### src/rtl/css_mcu0_el2_dccm_init_seq_if.sv
// DCCM bank port bundle: one clock enable, write enable, row address, write
// data/ECC per bank going down, read data/ECC per bank coming back.
//   master : drives the request (clken/wren/addr/wr_data/wr_ecc), takes read data
//   slave  : takes the request, drives read data (rd_data/rd_ecc)
interface css_mcu0_el2_dccm_init_seq_if #(
  parameter int NUM_BANKS = 4,
  parameter int ROW_W     = 10,
  parameter int DATA_W    = 32,
  parameter int ECC_W     = 7
);
  logic [NUM_BANKS-1:0]             clken;
  logic [NUM_BANKS-1:0]             wren;
  logic [NUM_BANKS-1:0][ROW_W-1:0]  addr;
  logic [NUM_BANKS-1:0][DATA_W-1:0] wr_data;
  logic [NUM_BANKS-1:0][ECC_W-1:0]  wr_ecc;
  logic [NUM_BANKS-1:0][DATA_W-1:0] rd_data;
  logic [NUM_BANKS-1:0][ECC_W-1:0]  rd_ecc;

  modport master (output clken, wren, addr, wr_data, wr_ecc, input rd_data, rd_ecc);
  modport slave  (input clken, wren, addr, wr_data, wr_ecc, output rd_data, rd_ecc);
endinterface

### src/rtl/css_mcu0_el2_dccm_init_seq.sv
// DCCM initialization sequencer. Sits between the core DCCM port and the SRAM
// banks. After reset (AUTO_INIT) or on zeroize_req_i it writes zero data plus
// INIT_ECC to every row of every bank in parallel, one row per cycle, while the
// core is held off; afterwards core traffic passes straight through.
// Ports:
//   clk, rst_l     : clock, synchronous active-low reset
//   zeroize_req_i  : one-cycle pulse, starts a sweep from READY (or IDLE)
//   core           : core-side bank port (slave)
//   sram           : SRAM-side bank port (master)
//   init_busy_o    : sweep in progress
//   init_done_o    : a sweep has completed and none is running
//   drop_cnt_o     : saturating count of core accesses dropped while not READY
module css_mcu0_el2_dccm_init_seq #(
  parameter int              NUM_BANKS = 4,
  parameter int              ROW_W     = 10,
  parameter int              DATA_W    = 32,
  parameter int              ECC_W     = 7,
  parameter logic [ECC_W-1:0] INIT_ECC = '0,
  parameter bit              AUTO_INIT = 1'b1
) (
  input  logic clk,
  input  logic rst_l,
  input  logic zeroize_req_i,
  css_mcu0_el2_dccm_init_seq_if.slave  core,
  css_mcu0_el2_dccm_init_seq_if.master sram,
  output logic       init_busy_o,
  output logic       init_done_o,
  output logic [7:0] drop_cnt_o
);

  typedef enum logic [1:0] {IDLE, SWEEP, READY} state_e;

  state_e           state_q, state_d;
  logic [ROW_W-1:0] row_q, row_d;
  logic [7:0]       drop_q, drop_d;

  always_ff @(posedge clk) begin
    if (!rst_l) begin
      state_q <= IDLE;
      row_q   <= '0;
      drop_q  <= '0;
    end else begin
      state_q <= state_d;
      row_q   <= row_d;
      drop_q  <= drop_d;
    end
  end

  always_comb begin
    state_d = state_q;
    row_d   = row_q;
    drop_d  = drop_q;
    // Anything the core issues outside READY never reaches the SRAM.
    if (state_q != READY && |core.clken && drop_q != 8'hFF)
      drop_d = drop_q + 8'd1;
    unique case (state_q)
      IDLE: begin
        if (AUTO_INIT || zeroize_req_i) begin
          state_d = SWEEP;
          row_d   = '0;
        end
      end
      SWEEP: begin
        // zeroize_req_i is deliberately ignored here: no restart mid-sweep.
        row_d = row_q + 1'b1;
        if (row_q == '1) begin
          state_d = READY;
          row_d   = '0;
        end
      end
      READY: begin
        if (zeroize_req_i) begin
          state_d = SWEEP;
          row_d   = '0;
        end
      end
      default: begin
        state_d = IDLE;
        row_d   = '0;
      end
    endcase
  end

  logic sweep, ready;
  assign sweep = (state_q == SWEEP);
  assign ready = (state_q == READY);

  logic [NUM_BANKS-1:0]             clken_m, wren_m;
  logic [NUM_BANKS-1:0][ROW_W-1:0]  addr_m;
  logic [NUM_BANKS-1:0][DATA_W-1:0] wdata_m;
  logic [NUM_BANKS-1:0][ECC_W-1:0]  wecc_m;

  // Per-bank SRAM mux: sweep pattern, core passthrough, or quiet (IDLE).
  for (genvar b = 0; b < NUM_BANKS; b++) begin : g_bank
    assign clken_m[b] = sweep | (ready & core.clken[b]);
    assign wren_m[b]  = sweep | (ready & core.wren[b]);
    assign addr_m[b]  = sweep ? row_q    : (ready ? core.addr[b]   : '0);
    assign wdata_m[b] = ready ? core.wr_data[b] : '0;
    assign wecc_m[b]  = sweep ? INIT_ECC : (ready ? core.wr_ecc[b] : '0);
  end

  assign sram.clken   = clken_m;
  assign sram.wren    = wren_m;
  assign sram.addr    = addr_m;
  assign sram.wr_data = wdata_m;
  assign sram.wr_ecc  = wecc_m;

  // Read return is unconditional; latency is whatever the SRAM gives.
  assign core.rd_data = sram.rd_data;
  assign core.rd_ecc  = sram.rd_ecc;

  assign init_busy_o = sweep;
  assign init_done_o = ready;
  assign drop_cnt_o  = drop_q;

endmodule

### src/flat_wrapper.sv
// flat-port wrapper written by rule: the top's interface ports become plain ports
module css_mcu0_el2_dccm_init_seq_flat 
#(
  parameter int              NUM_BANKS = 4,
  parameter int              ROW_W     = 10,
  parameter int              DATA_W    = 32,
  parameter int              ECC_W     = 7,
  parameter logic [ECC_W-1:0] INIT_ECC = '0,
  parameter bit              AUTO_INIT = 1'b1
)
  (clk, rst_l, zeroize_req_i, init_busy_o, init_done_o, drop_cnt_o, core_clken, core_wren, core_addr, core_wr_data, core_wr_ecc, core_rd_data, core_rd_ecc, sram_clken, sram_wren, sram_addr, sram_wr_data, sram_wr_ecc, sram_rd_data, sram_rd_ecc);
  css_mcu0_el2_dccm_init_seq_if #(.NUM_BANKS(NUM_BANKS), .ROW_W(ROW_W), .DATA_W(DATA_W), .ECC_W(ECC_W)) core_i ();
  css_mcu0_el2_dccm_init_seq_if #(.NUM_BANKS(NUM_BANKS), .ROW_W(ROW_W), .DATA_W(DATA_W), .ECC_W(ECC_W)) sram_i ();
  input  logic clk;
  input  logic rst_l;
  input  logic zeroize_req_i;
  output logic init_busy_o;
  output logic init_done_o;
  output logic [7:0] drop_cnt_o;
  input wire logic [$bits(core_i.clken)-1:0] core_clken;
  input wire logic [$bits(core_i.wren)-1:0] core_wren;
  input wire logic [$bits(core_i.addr)-1:0] core_addr;
  input wire logic [$bits(core_i.wr_data)-1:0] core_wr_data;
  input wire logic [$bits(core_i.wr_ecc)-1:0] core_wr_ecc;
  output wire logic [$bits(core_i.rd_data)-1:0] core_rd_data;
  output wire logic [$bits(core_i.rd_ecc)-1:0] core_rd_ecc;
  output wire logic [$bits(sram_i.clken)-1:0] sram_clken;
  output wire logic [$bits(sram_i.wren)-1:0] sram_wren;
  output wire logic [$bits(sram_i.addr)-1:0] sram_addr;
  output wire logic [$bits(sram_i.wr_data)-1:0] sram_wr_data;
  output wire logic [$bits(sram_i.wr_ecc)-1:0] sram_wr_ecc;
  input wire logic [$bits(sram_i.rd_data)-1:0] sram_rd_data;
  input wire logic [$bits(sram_i.rd_ecc)-1:0] sram_rd_ecc;
  assign core_i.clken = core_clken;
  assign core_i.wren = core_wren;
  assign core_i.addr = core_addr;
  assign core_i.wr_data = core_wr_data;
  assign core_i.wr_ecc = core_wr_ecc;
  assign core_rd_data = core_i.rd_data;
  assign core_rd_ecc = core_i.rd_ecc;
  assign sram_clken = sram_i.clken;
  assign sram_wren = sram_i.wren;
  assign sram_addr = sram_i.addr;
  assign sram_wr_data = sram_i.wr_data;
  assign sram_wr_ecc = sram_i.wr_ecc;
  assign sram_i.rd_data = sram_rd_data;
  assign sram_i.rd_ecc = sram_rd_ecc;
  css_mcu0_el2_dccm_init_seq #(.NUM_BANKS(NUM_BANKS), .ROW_W(ROW_W), .DATA_W(DATA_W), .ECC_W(ECC_W), .INIT_ECC(INIT_ECC), .AUTO_INIT(AUTO_INIT)) u_core (.clk(clk), .rst_l(rst_l), .zeroize_req_i(zeroize_req_i), .core(core_i), .sram(sram_i), .init_busy_o(init_busy_o), .init_done_o(init_done_o), .drop_cnt_o(drop_cnt_o));
endmodule
### config.mk
export PLATFORM = sky130hd
export DESIGN_NAME = css_mcu0_el2_dccm_init_seq_flat
export DESIGN_NICKNAME = d
export VERILOG_FILES = /design/src/rtl/css_mcu0_el2_dccm_init_seq_if.sv /design/src/rtl/css_mcu0_el2_dccm_init_seq.sv /design/src/flat_wrapper.sv
export SDC_FILE = /design/constraint.sdc
export NUM_CORES = 1
export LEC_CHECK = 0
export CELL_PAD_IN_SITES_DETAIL_PLACEMENT = 1
export CELL_PAD_IN_SITES_GLOBAL_PLACEMENT = 2
export CORE_AREA = 2 2 284 286
export CTS_CLUSTER_DIAMETER = 40
export DETAILED_ROUTE_END_ITERATION = 16
export DIE_AREA = 0 0 286 288
export HOLD_SLACK_MARGIN = 0.03
export PLACE_DENSITY_LB_ADDON = 0.08
export SLEW_MARGIN = 25
export SYNTH_ARGS = -nofsm -noshare
export SYNTH_HDL_FRONTEND = slang
export SYNTH_SLANG_ARGS = --single-unit
export TNS_END_PERCENT = 100
### constraint.sdc
create_clock -name clk -period 2.5 [get_ports clk]
set_input_delay 0.75 -clock clk [delete_from_list [all_inputs] [get_ports clk]]
set_output_delay 0.75 -clock clk [all_outputs]
set_load 0.01 [all_outputs]
==> results by stage <==
Critical path:
- The gate family responsible for the most delay along the worst path is buffers and inverters.
- The signal on the critical path passes through clkdlybuf4s50_1 -> and2_1 -> dlygate4sd2_1.
- STA puts the critical path data required time at about 1.8 ns.
- STA classifies the critical path startpoint as a primary input.
- The number of buffers and inverters on the critical path is 2.
- On the worst path, the slowest cell contributes a delay of between 0.4 and 0.5 ns.
- The largest fanout on the critical path is 1.
- The worst setup path is of the primary input to primary output kind.
- On the critical path, the stage with the largest delay is an instance of sky130_fd_sc_hd__clkdlybuf4s50_1.
- The arrival time at the worst endpoint is 1.71 ns.
- The worst setup path is captured at a primary output.

Floorplan:
- The floorplan die width is around 290 µm.
- The row count is between 100 and 150.
- The height of the die is ~290 µm.
- For this design the top-level I/O count stands at ~730.
- The region available for standard cell placement spans between 0.07 and 0.08 mm².
- The initial cell density of the core is 4.575%.
- The area of the die is 0.08237 mm².

Synthesis:
- In the post-synthesis netlist, the biggest area contributors are sky130_fd_sc_hd__buf_4, sky130_fd_sc_hd__and2_1, sky130_fd_sc_hd__dfxtp_1.
- The commonest cells after synthesis are sky130_fd_sc_hd__and2_1, sky130_fd_sc_hd__buf_4, sky130_fd_sc_hd__nand2_1.
- The netlist area before placement is 0.003643 mm².
- In the synthesized netlist the dominant register cell turns out to be sky130_fd_sc_hd__dfxtp_1.
- In this run the mean area of a mapped cell was 7.034 µm².
- Yosys mapped a number of flops with a built-in enable equal to 0.
- In this run, synthesis produced a sequential element count of 20.
- The most frequently used cell type in the post-synthesis netlist is sky130_fd_sc_hd__and2_1.
- After synthesis, flip-flops and latches occupy 10.99% of the total area.
- The fraction of registers with async set/reset is 0%.
- The count of mapped cells out of synthesis is slightly above 500.
- For this run, the number of Yosys warnings is 0.
- The post-synth net total is around 880.
- The top cell type's share of synthesized area is around 32%.
- Synthesis instantiated 36 different standard cells from the library.
- The synthesized design spends more area on one cell type than any other, namely sky130_fd_sc_hd__buf_4.

Place:
- The total cell area at the placement stage is a little over 0.008 mm².
- At the end of routability-driven placement, the weighted congestion stood at 0.6636.
- The placed cell count is ~1800.
- The wire-length estimate of the detail-placed layout is slightly below 30000 µm.
- The pre-CTS setup slack is -0.2832 ns.
- The count of buffers added on input and output ports is 420.

Min path:
- The worst hold path belongs to the class flop to flop.

Global route:
- The number of global-route vias before repair was slightly below 5000.
- The first global-routing pass estimated roughly 44000 µm of wire.
- The maximum number of pins on one net before global-route repair is 33.
- After global routing the overflow that remains totals 0.
- The all-layer global routing usage is under 10%.
- The number of antenna violations at the first check in global routing is 9.

Clock network:
- TritonCTS built the clock tree.
- The deepest level of the CTS H-tree is 1.
- The number of buffers added by the clock tree synthesis step is 3.
- The clock passes through at most 2 buffers.
- The TritonCTS sink count is 20.
- The insertion delay to the later sink of the worst-skew pair is 0.28 ns.
- Clock tree synthesis selected as its root buffer the cell sky130_fd_sc_hd__clkbuf_16.
- Clock-pin slew was measured on the worst setup and hold paths at about 0.070 ns.

Power and ir drop:
- After layout, the design draws a total of about 1.2 mW.
- The peak supply drop is slightly below 0.0002 V.
- The total power per unit cell area is about 150 mW/mm².
- The cell leakage power is 3.708 nW.

STA:
- The number of hold violations in the final report is 0.
- The number of failing setup endpoints in the final timing report is 0.
- The worst pin sits at a relative slew slack of between 60% and 70%.
- After layout, the worst path uses around 98% of the clock period.
- The actual transition at the worst max-transition pin is approximately 0.45 ns.
- The number of max-slew violations in the final report was 0.
- The post-layout minimum cycle time is ~2.5 ns.
- Static timing analysis puts the maximum clock frequency at 0.4071 GHz.
- Setup total negative slack on the finished layout was measured at 0 ns.
- On the final layout, the worst clock skew is 0.004714 ns.
- Setup repair after global routing could not meet its margin everywhere.
- The worst-case setup margin in the final layout is around 0.043 ns.

Routing:
- The final layout contains routed wiring with a total length of 34190 µm.
- The count of nets left with antenna violations once routing finished came out at 0.
- The count of unresolved DRC violations after routing is 0.
- Using the TritonRoute via totals, the vias-per-cell ratio works out to about 2.4.
- The routed layout has 4543 vias.
- After detailed routing, the average wire length per cell comes to about 18 µm.
- The number of iterations in the first detailed-routing pass is 4.
- The number of DRC violations after detailed-routing iteration 0 is 100.

Cells and area:
- In the final design database the tool counted between 1000 and 1500 nets.
- The area added between synthesis and finish is 127.5%.
- The number of standard cells in the final layout excluding fillers is 1871.
- The fraction of layout instances using a drive strength above 1 is between 10% and 20%.
- The final design area excluding fillers is 0.008290 mm².

Outcome:
- The flow ran to the end, and the final reports show no timing, DRC or antenna violations.

Run:
- The max-capacitance violation count is 0.
-- cells by family after synthesis --
group           count (synthesis)  share of synthesized area (%)
simple gates                  240                          37.91
buf+inv                       191                          36.19
fa+ha+maj                       2                         0.6867
flops                          20                          10.99
xor+xnor                        7                          1.683
compound gates                 56                          11.98
mux                             2                         0.5495
-- what timing repair did --
| action | 4_1_cts | 5_1_grt |
|---|---|---|
| cloned | 4 | 0 |
| setup endpoints to repair | 189 | 58 |
| resized for setup | 324 | 41 |
| hold buffers | 0 | 0 |
| setup buffers | 10 | 2 |
-- through the flow --
stage | util (%) | hold WS [ns]
floorplan | - | 0.4450
global placement | 10.37 | 0.4962
detailed placement | 10.37 | 0.4827
CTS | 10.46 | 0.5159
global route | 10.40 | 0.5362
finish | 10.41 | 0.5125
-- flip-flops by register name (all words and copies together) (netlist names) --
register / count
u_core.drop_cnt_o: 8
u_core.state_q: 2
u_core.row_q: 10
-- tightest hold or removal path, delay by kind of cell, from the launching register on --
family,cells,cell delay [ns]
flip-flops,1,0.33
AO/OA/AOI/OAI,2,0.14
-- final timing paths --
kind | from | end | slack (ns) | cells past startpoint
worst max register to register | u_core.row_q[0] | u_core.row_q[9] | 0.58 | 7
worst min-delay path | u_core.drop_cnt_o[6] | u_core.drop_cnt_o[6] | 0.51 | 2
worst min register to register | u_core.drop_cnt_o[6] | u_core.drop_cnt_o[6] | 0.51 | 2
worst max-delay path | core_wr_data[8] | sram_wr_data[8] | 0.04 | 3
-- cells in the final DEF, fill, tap and decap left out, drive strengths merged, types with 2 or more instances in the layout --
cell,Yosys,routed
o21ai,8,8
diode,0,3
and3,3,3
o211ai,2,2
mux2i,2,2
ha,2,2
buf,170,105
nand2,43,43
dlygate4sd2,0,122
nand4,5,5
and2,157,157
nand2b,3,3
dfxtp,20,20
a21oi,8,8
clkdlybuf4s15,0,22
clkdlybuf4s50,0,215
xor2,6,6
and4,2,2
a31oi,2,2
nand3,6,6
inv,3,4
a22o,32,32
clkbuf,17,11
nor2,12,12
or3,5,5
-- report_power, final --
part | switching (mW) | internal (mW) | total (mW)
combinational | 0.115 | 0.335 | 0.450
sequential | 0.0108 | 0.325 | 0.336
clock | 0.174 | 0.246 | 0.421
total | 0.300 | 0.907 | 1.21
-- layout make-up --
class	count	area (µm²)
Multi-Input combinational cell	307	1947
Clock buffer	4	88.84
Sequential cell	20	405.4
Inverter	4	32.53
Antenna cell	3	7.507
Tap cell	1060	1326
Fill cell	9541	71350
Timing Repair Buffer	472	4477
Timing Repair inverter	1	6.256
-- per-layer routing --
metal / vias up / GRT usage (%) / wire (µm) / part of all wire (%)
li1: 2093 / - / - / -
met2: 307 / 12.94 / 15800 / 46
met3: 60 / 5.277 / 4807 / 14
met5: - / 0 / 69 / 0.20
met4: 10 / 2.016 / 928 / 2.7
met1: 2073 / 8.224 / 12580 / 37
(Power assumes the default switching activity.)
